### config.mk
export PLATFORM = sky130hd
export DESIGN_NAME = uart_tx_feeder
export DESIGN_NICKNAME = d
export VERILOG_FILES = /design/src/rtl/uart_tx_feeder.sv
export SDC_FILE = /design/constraint.sdc
export NUM_CORES = 1
export LEC_CHECK = 0
export BUFFER_PORTS_ARGS = -buffer_cell sky130_fd_sc_hd__buf_2
export CORE_MARGIN = 1.5
export CORE_UTILIZATION = 40
export CTS_CLUSTER_DIAMETER = 30
export CTS_CLUSTER_SIZE = 8
export DETAILED_ROUTE_END_ITERATION = 8
export PLACE_DENSITY = 0.61
export RECOVER_POWER = 25
export SLEW_MARGIN = 20
export SYNTH_ARGS = -nofsm -noshare
export SYNTH_HDL_FRONTEND = slang
export SYNTH_SLANG_ARGS = --single-unit
export TNS_END_PERCENT = 10
### constraint.sdc
create_clock -name clk -period 3.7 [get_ports clk]
set_clock_uncertainty 0.15 [all_clocks]
set_input_delay 0.555 -clock clk [delete_from_list [all_inputs] [get_ports clk]]
set_output_delay 0.555 -clock clk [all_outputs]
set_load 0.02 [all_outputs]
### src/rtl/uart_tx_feeder.sv
// uart_tx_feeder: DEPTH-byte FIFO drained to a UART over UIBI (CTRL enable once, then STATUS poll + TXDATA write per byte).
// Bus outputs are registered and held until bus_ready; in_ready = ~full after the CTRL write. UART_FEEDER_CRLF_EN expands LF to CR LF.
module uart_tx_feeder #(
  parameter int          DEPTH     = 16,
  parameter logic [31:0] UART_BASE = 32'h0
) (
  input  logic                   clk,
  input  logic                   rst,
  input  logic                   in_valid,
  input  logic [7:0]             in_data,
  output logic                   in_ready,
  output logic [$clog2(DEPTH):0] count,
  output logic                   busy,
  output logic                   bus_req,
  output logic                   bus_wen,
  output logic [31:0]            bus_addr,
  output logic [31:0]            bus_dat_o,
  input  logic [31:0]            bus_dat_i,
  input  logic                   bus_ready
);

  localparam int AW = $clog2(DEPTH);
  localparam int CW = AW + 1;

  localparam logic [31:0] CTRL_ADDR   = UART_BASE + 32'h00;
  localparam logic [31:0] STATUS_ADDR = UART_BASE + 32'h04;
  localparam logic [31:0] TXDATA_ADDR = UART_BASE + 32'h0C;

  if (DEPTH < 2 || DEPTH > 256 || (DEPTH & (DEPTH - 1)) != 0) begin : g_depth_chk
    $error("uart_tx_feeder: DEPTH must be a power of two in 2..256");
  end

  typedef enum logic [2:0] {
    INIT,
    IDLE,
    POLL_REQ,
    POLL_WAIT,
    WRITE
  } state_e;

  state_e state_q, state_d;

  logic [7:0]    mem_q [DEPTH];
  logic [AW-1:0] wr_ptr_q, wr_ptr_d;
  logic [AW-1:0] rd_ptr_q, rd_ptr_d;
  logic [CW-1:0] count_q, count_d;

  logic        bus_req_q, bus_req_d;
  logic        bus_wen_q, bus_wen_d;
  logic [31:0] bus_addr_q, bus_addr_d;
  logic [31:0] bus_dat_q, bus_dat_d;

  logic       full;
  logic       empty;
  logic       push;
  logic       pop;
  logic       xfer_done;
  logic       uart_busy;
  logic [7:0] head_byte;
  logic [7:0] tx_byte;
  logic       wr_pops;

  // Only bit0 of STATUS carries meaning for this block.
  logic       unused_status_bits;
  assign unused_status_bits = ^bus_dat_i[31:1];
  assign uart_busy          = bus_dat_i[0];

  assign full      = (count_q == CW'(DEPTH));
  assign empty     = (count_q == '0);
  assign in_ready  = (state_q != INIT) && !full;
  assign push      = in_valid && in_ready;
  assign xfer_done = bus_req_q && bus_ready;
  assign head_byte = mem_q[rd_ptr_q];

`ifdef UART_FEEDER_CRLF_EN
  logic cr_sent_q, cr_sent_d;
  logic lf_head;

  assign lf_head = (head_byte == 8'h0A);
  assign tx_byte = (lf_head && !cr_sent_q) ? 8'h0D : head_byte;
  // An LF head stays queued until its CR has gone out; the second pass sends the LF and pops.
  assign wr_pops = !lf_head || cr_sent_q;

  always_comb begin
    cr_sent_d = cr_sent_q;
    if (state_q == WRITE && xfer_done) begin
      cr_sent_d = !wr_pops;
    end
  end

  always_ff @(posedge clk) begin
    if (!rst) begin
      cr_sent_q <= 1'b0;
    end else begin
      cr_sent_q <= cr_sent_d;
    end
  end
`else
  assign tx_byte = head_byte;
  assign wr_pops = 1'b1;
`endif

  // FSM and bus request generation; a request is raised one cycle after entering a request state.
  always_comb begin
    state_d    = state_q;
    bus_req_d  = bus_req_q;
    bus_wen_d  = bus_wen_q;
    bus_addr_d = bus_addr_q;
    bus_dat_d  = bus_dat_q;
    pop        = 1'b0;

    if (xfer_done) begin
      bus_req_d  = 1'b0;
      bus_wen_d  = 1'b0;
      bus_addr_d = '0;
      bus_dat_d  = '0;
    end

    case (state_q)
      INIT: begin
        if (xfer_done) begin
          state_d = IDLE;
        end else if (!bus_req_q) begin
          bus_req_d  = 1'b1;
          bus_wen_d  = 1'b1;
          bus_addr_d = CTRL_ADDR;
          bus_dat_d  = 32'h1;
        end
      end
      IDLE: begin
        if (!empty) begin
          state_d = POLL_REQ;
        end
      end
      POLL_REQ: begin
        if (xfer_done) begin
          state_d = POLL_WAIT;
        end else if (!bus_req_q) begin
          bus_req_d  = 1'b1;
          bus_wen_d  = 1'b0;
          bus_addr_d = STATUS_ADDR;
          bus_dat_d  = '0;
        end
      end
      POLL_WAIT: begin
        state_d = uart_busy ? POLL_REQ : WRITE;
      end
      WRITE: begin
        if (xfer_done) begin
          pop     = wr_pops;
          state_d = IDLE;
        end else if (!bus_req_q) begin
          bus_req_d  = 1'b1;
          bus_wen_d  = 1'b1;
          bus_addr_d = TXDATA_ADDR;
          bus_dat_d  = {24'h0, tx_byte};
        end
      end
      default: begin
        state_d = INIT;
      end
    endcase
  end

  always_comb begin
    wr_ptr_d = wr_ptr_q;
    rd_ptr_d = rd_ptr_q;
    count_d  = count_q;
    if (push) begin
      wr_ptr_d = wr_ptr_q + AW'(1);
    end
    if (pop) begin
      rd_ptr_d = rd_ptr_q + AW'(1);
    end
    case ({push, pop})
      2'b10:   count_d = count_q + CW'(1);
      2'b01:   count_d = count_q - CW'(1);
      default: count_d = count_q;
    endcase
  end

  always_ff @(posedge clk) begin
    if (!rst) begin
      state_q    <= INIT;
      wr_ptr_q   <= '0;
      rd_ptr_q   <= '0;
      count_q    <= '0;
      bus_req_q  <= 1'b0;
      bus_wen_q  <= 1'b0;
      bus_addr_q <= '0;
      bus_dat_q  <= '0;
    end else begin
      state_q    <= state_d;
      wr_ptr_q   <= wr_ptr_d;
      rd_ptr_q   <= rd_ptr_d;
      count_q    <= count_d;
      bus_req_q  <= bus_req_d;
      bus_wen_q  <= bus_wen_d;
      bus_addr_q <= bus_addr_d;
      bus_dat_q  <= bus_dat_d;
    end
  end

  // Storage needs no reset: occupancy is tracked by the pointers and count.
  always_ff @(posedge clk) begin
    if (push) begin
      mem_q[wr_ptr_q] <= in_data;
    end
  end

  assign count     = count_q;
  assign busy      = !empty || (state_q != IDLE);
  assign bus_req   = bus_req_q;
  assign bus_wen   = bus_wen_q;
  assign bus_addr  = bus_addr_q;
  assign bus_dat_o = bus_dat_q;

endmodule

==> results.toml <==
[synth]
ys_async_sr_fraction_pct = 0
synth_adder_area_share_pct = 1.24
yosysTopAreaCell = "edfxtp_1"
ys_types = 54
synth_top_family_by_area = "multiplexers"
synthMuxAreaShare_pct = 11.2
ys_seq_area_share_pct = 69.1
synthTopCellsByArea = "edfxtp_1 48%, dfxtp_1 21%, mux4_1 4.9%"
synth-compound-area-share_pct = 4.89
synth_top_area_share_pct = 47.7
netlist_instances = 528
yosys-top-cells-count = "128 x edfxtp_1, 86 x dfxtp_1, 55 x and2_1"
syn_area_per_cell_sq_um = 15.3
synth-simple-area-share_pct = 10.2
synth.net_count = 580
ys_seq_elements = 214
ys.warnings.count = 0
synth.cell_area_sq_um = 8060
yosys.area_share.xor_xnor_pct = 0.761
ys.flop_type = "edfxtp_1"
synth_most_common_cell = "edfxtp_1"
synth_edf_count = 128

[critical_path]
critPathCapture = "count[4]"
cpPeakStageDelay_ps = 540
crit_chain = "nor4_4, a211oi_4, inv_1, ha_1, xor2_1, ha_1, or3b_2, a21oi_1, o21ai_0, mux2i_1"
crit_arrival_ps = 3380
rrSetupSlack_ps = 560
cp-startpoint = "count[2]"
required_ps = 3940
cpMaxStageDelayCell = "dfxtp_1"
cp_max_fo = 11
r2r_start = "count[2]"
startpoint_type = "register"
crit_top_cell = "ha_1"
crit_type = "register to register"
cp-end-kind = "register"
reg2reg_to = "count[4]"
worstRegToRegCells = 10

[global_routing]
track_usage_pct = 15.7
top_usage_layer = "met2"
use_met2_pct = 25.4
grt_pass1_wl_um = 25900
grt_antenna_before_repair = 0
grt_max_degree = 51
overflow = 0
grt_util_met3_pct = 4.37
grtUsageMet1_pct = 20.2
grt_pass1_vias = 4797

[sta]
timing.setup.tns_ps = 0
worst_slew_pin_slew_ps = 967
max_slew_margin_pct = 35.3
finalSetupViolations = 0
grt_setup_unrepaired = "no"
hold_violations = 0
period_minus_slack_ps = 3140
report.final.slew_viol_count = 0
fmax_ghz = 0.318
timing.final.crit_share_pct = 85.0

[final_layout]
drive_gt1_share_pct = 27.4
fin_nets = 697
multi_input_area_sq_um = 2280
nFillCells = 1646
antennaDiodeCount = 0
final_cell_area_sq_um = 10300
synthToLayoutAreaGrowth_pct = 28.1
ff_latch_area_sq_um = 5570

[clock_tree]
clk_path_buf_depth = 3
cts.clk_slew.worst_paths_ps = 40
hold_buffers = 0
post_cts_buffers = 0
cts_tree = "done"
cts-root-buf = "clkbuf_16"
clk_latency_ps = 530
cts_resized = 0
cts_made_buffers = 46
cts.sinks = 214
htreeDepth = 2

[pwr]
internal_power_w = 0.00544
leakagePower_nw = 3.91
p_clk_share_pct = 59.7
p_sw_share_pct = 20.6
seqPwrFrac_pct = 37.5
power_frac_comb_pct = 2.7
ir_drop_mv = 0.327
power.density_nw_per_um2 = 664
p_switching_w = 0.00141
power.total_w = 0.00685

[floorplanning]
core_area_sq_um = 19600
rows = 51
die_w_um = 145
die_h_um = 145
initial_utilization_pct = 41.1
ios = 117
dieArea_sq_um = 21000

[routing]
drt_iter0_drc = 300
routedWlPerCell_um = 17.1
viasPerCell = 4.95
wirelength_um = 16200
vias = 4690
antenna_left = 0
first_pass_iters = 4
drc = 0

[placement]
place_congestion = 0.740
placed_cell_area_sq_um = 8740
port_buffers = 85
dp_hpwl_um = 9800

[job]
cap_violations = 0

[run_status]
status = "finished, final reports clean"

[min_path]
hp-class = "primary input to register"
## cell usage in the layout, fill, tap and decap left out, types with 2 or more instances in the layout
cell        instances
a211o_1             3
a211oi_1            3
a21o_1              3
a21oi_1            19
a31oi_1             2
and2_1             55
and3_1              2
buf_2              78
buf_4              12
bufinv_16           7
clkbuf_1           14
clkbuf_16          46
clkbuf_8            3
clkinv_1            6
clkinv_2            8
clkinvlp_4          6
dfxtp_1            86
edfxtp_1          128
ha_1                8
inv_1              12
inv_16              2
mux2_2              6
mux2i_1            19
mux4_1             15
mux4_2             11
nand2_1            22
nand2b_1            5
nand3_1             3
nand4_1             2
nor2_1             36
nor2b_1             2
nor3_1              7
o21ai_0             6
o221ai_1            4
o31ai_1             9
or2_2               2
or3_1               3
xor2_1              6
## worst min-delay path by stage
stage,from,to,slack [ps],depth (start not counted)
2_1_floorplan,rd_ptr_q[3],register,310,2
3_3_place_gp,bus_dat_o[5],bus_dat_o[5],280,2
3_5_place_dp,bus_addr[20],bus_addr[20],290,1
4_1_cts,bus_ready,bus_wen,190,3
5_1_grt,bus_ready,bus_req,210,3
6_report,bus_ready,bus_wen,220,3
## worst max-delay path: cells and delay by family, from the launching register on
family	cells	cell delay (ps)
AO/OA/AOI/OAI	3	700
XOR/XNOR	1	190
adder cells (fa/ha/maj)	2	580
buffers and inverters	1	120
flip-flops	1	540
multiplexers	1	140
AND/OR/NAND/NOR	2	590
## kinds of logic after synthesis
logic type               Yosys count
flip-flops                       214
AND/OR/NAND/NOR                  150
AO/OA/AOI/OAI                     57
multiplexers                      51
buffers and inverters             41
adder cells (fa/ha/maj)            8
XOR/XNOR                           7
## flip-flops by register name, indices dropped and copies added (netlist names), named ones only
register   cells
mem_q        128
bus_addr      32
rd_ptr_q       4
state_q        3
bus_wen        1
wr_ptr_q       4
bus_dat_o     32
bus_req        1
count          5
## routing by layer
| metal | up-vias | part of all wire, % | routed length [um] |
|---|---|---|---|
| met1 | 2312 | 44 | 7190 |
| li1 | 2209 | - | - |
| met2 | 138 | 48 | 7710 |
| met5 | - | 0 | 0 |
| met3 | 31 | 6.1 | 994 |
| met4 | 0 | 1.9 | 315 |
## metrics by stage
step / setup slack [ps] / hold slack, ps / utilization, % / cells
6_report: 556 / 217 / 52.7 / 947
3_3_place_gp: 660 / 280 / 44.6 / 862
4_1_cts: 566 / 187 / 52.7 / 947
5_1_grt: 333 / 214 / 52.7 / 947
3_5_place_dp: 602 / 288 / 44.6 / 862
2_1_floorplan: 668 / 309 / - / 528
## power groups by stage
stage / registers, W / clock network [W] / logic (W)
floorplan: 0.00261 / 0 / 0.000116
detailed placement: 0.00261 / 0 / 0.000188
CTS: 0.00257 / 0.00417 / 0.000189
global route: 0.00257 / 0.00432 / 0.000207
finish: 0.00257 / 0.00409 / 0.000187
global placement: 0.00261 / 0 / 0.000181
## final cells by class
type                       instances  share of cell area, %
clock buffer                      56                   11.8
multi-input combinational        273                   22.1
inverter                          13                  0.473
tap                              265                   3.21
timing repair buffer              97                   4.91
sequential                       214                   53.9
clock inverter                    29                   3.59
(Power assumes the default switching activity.)
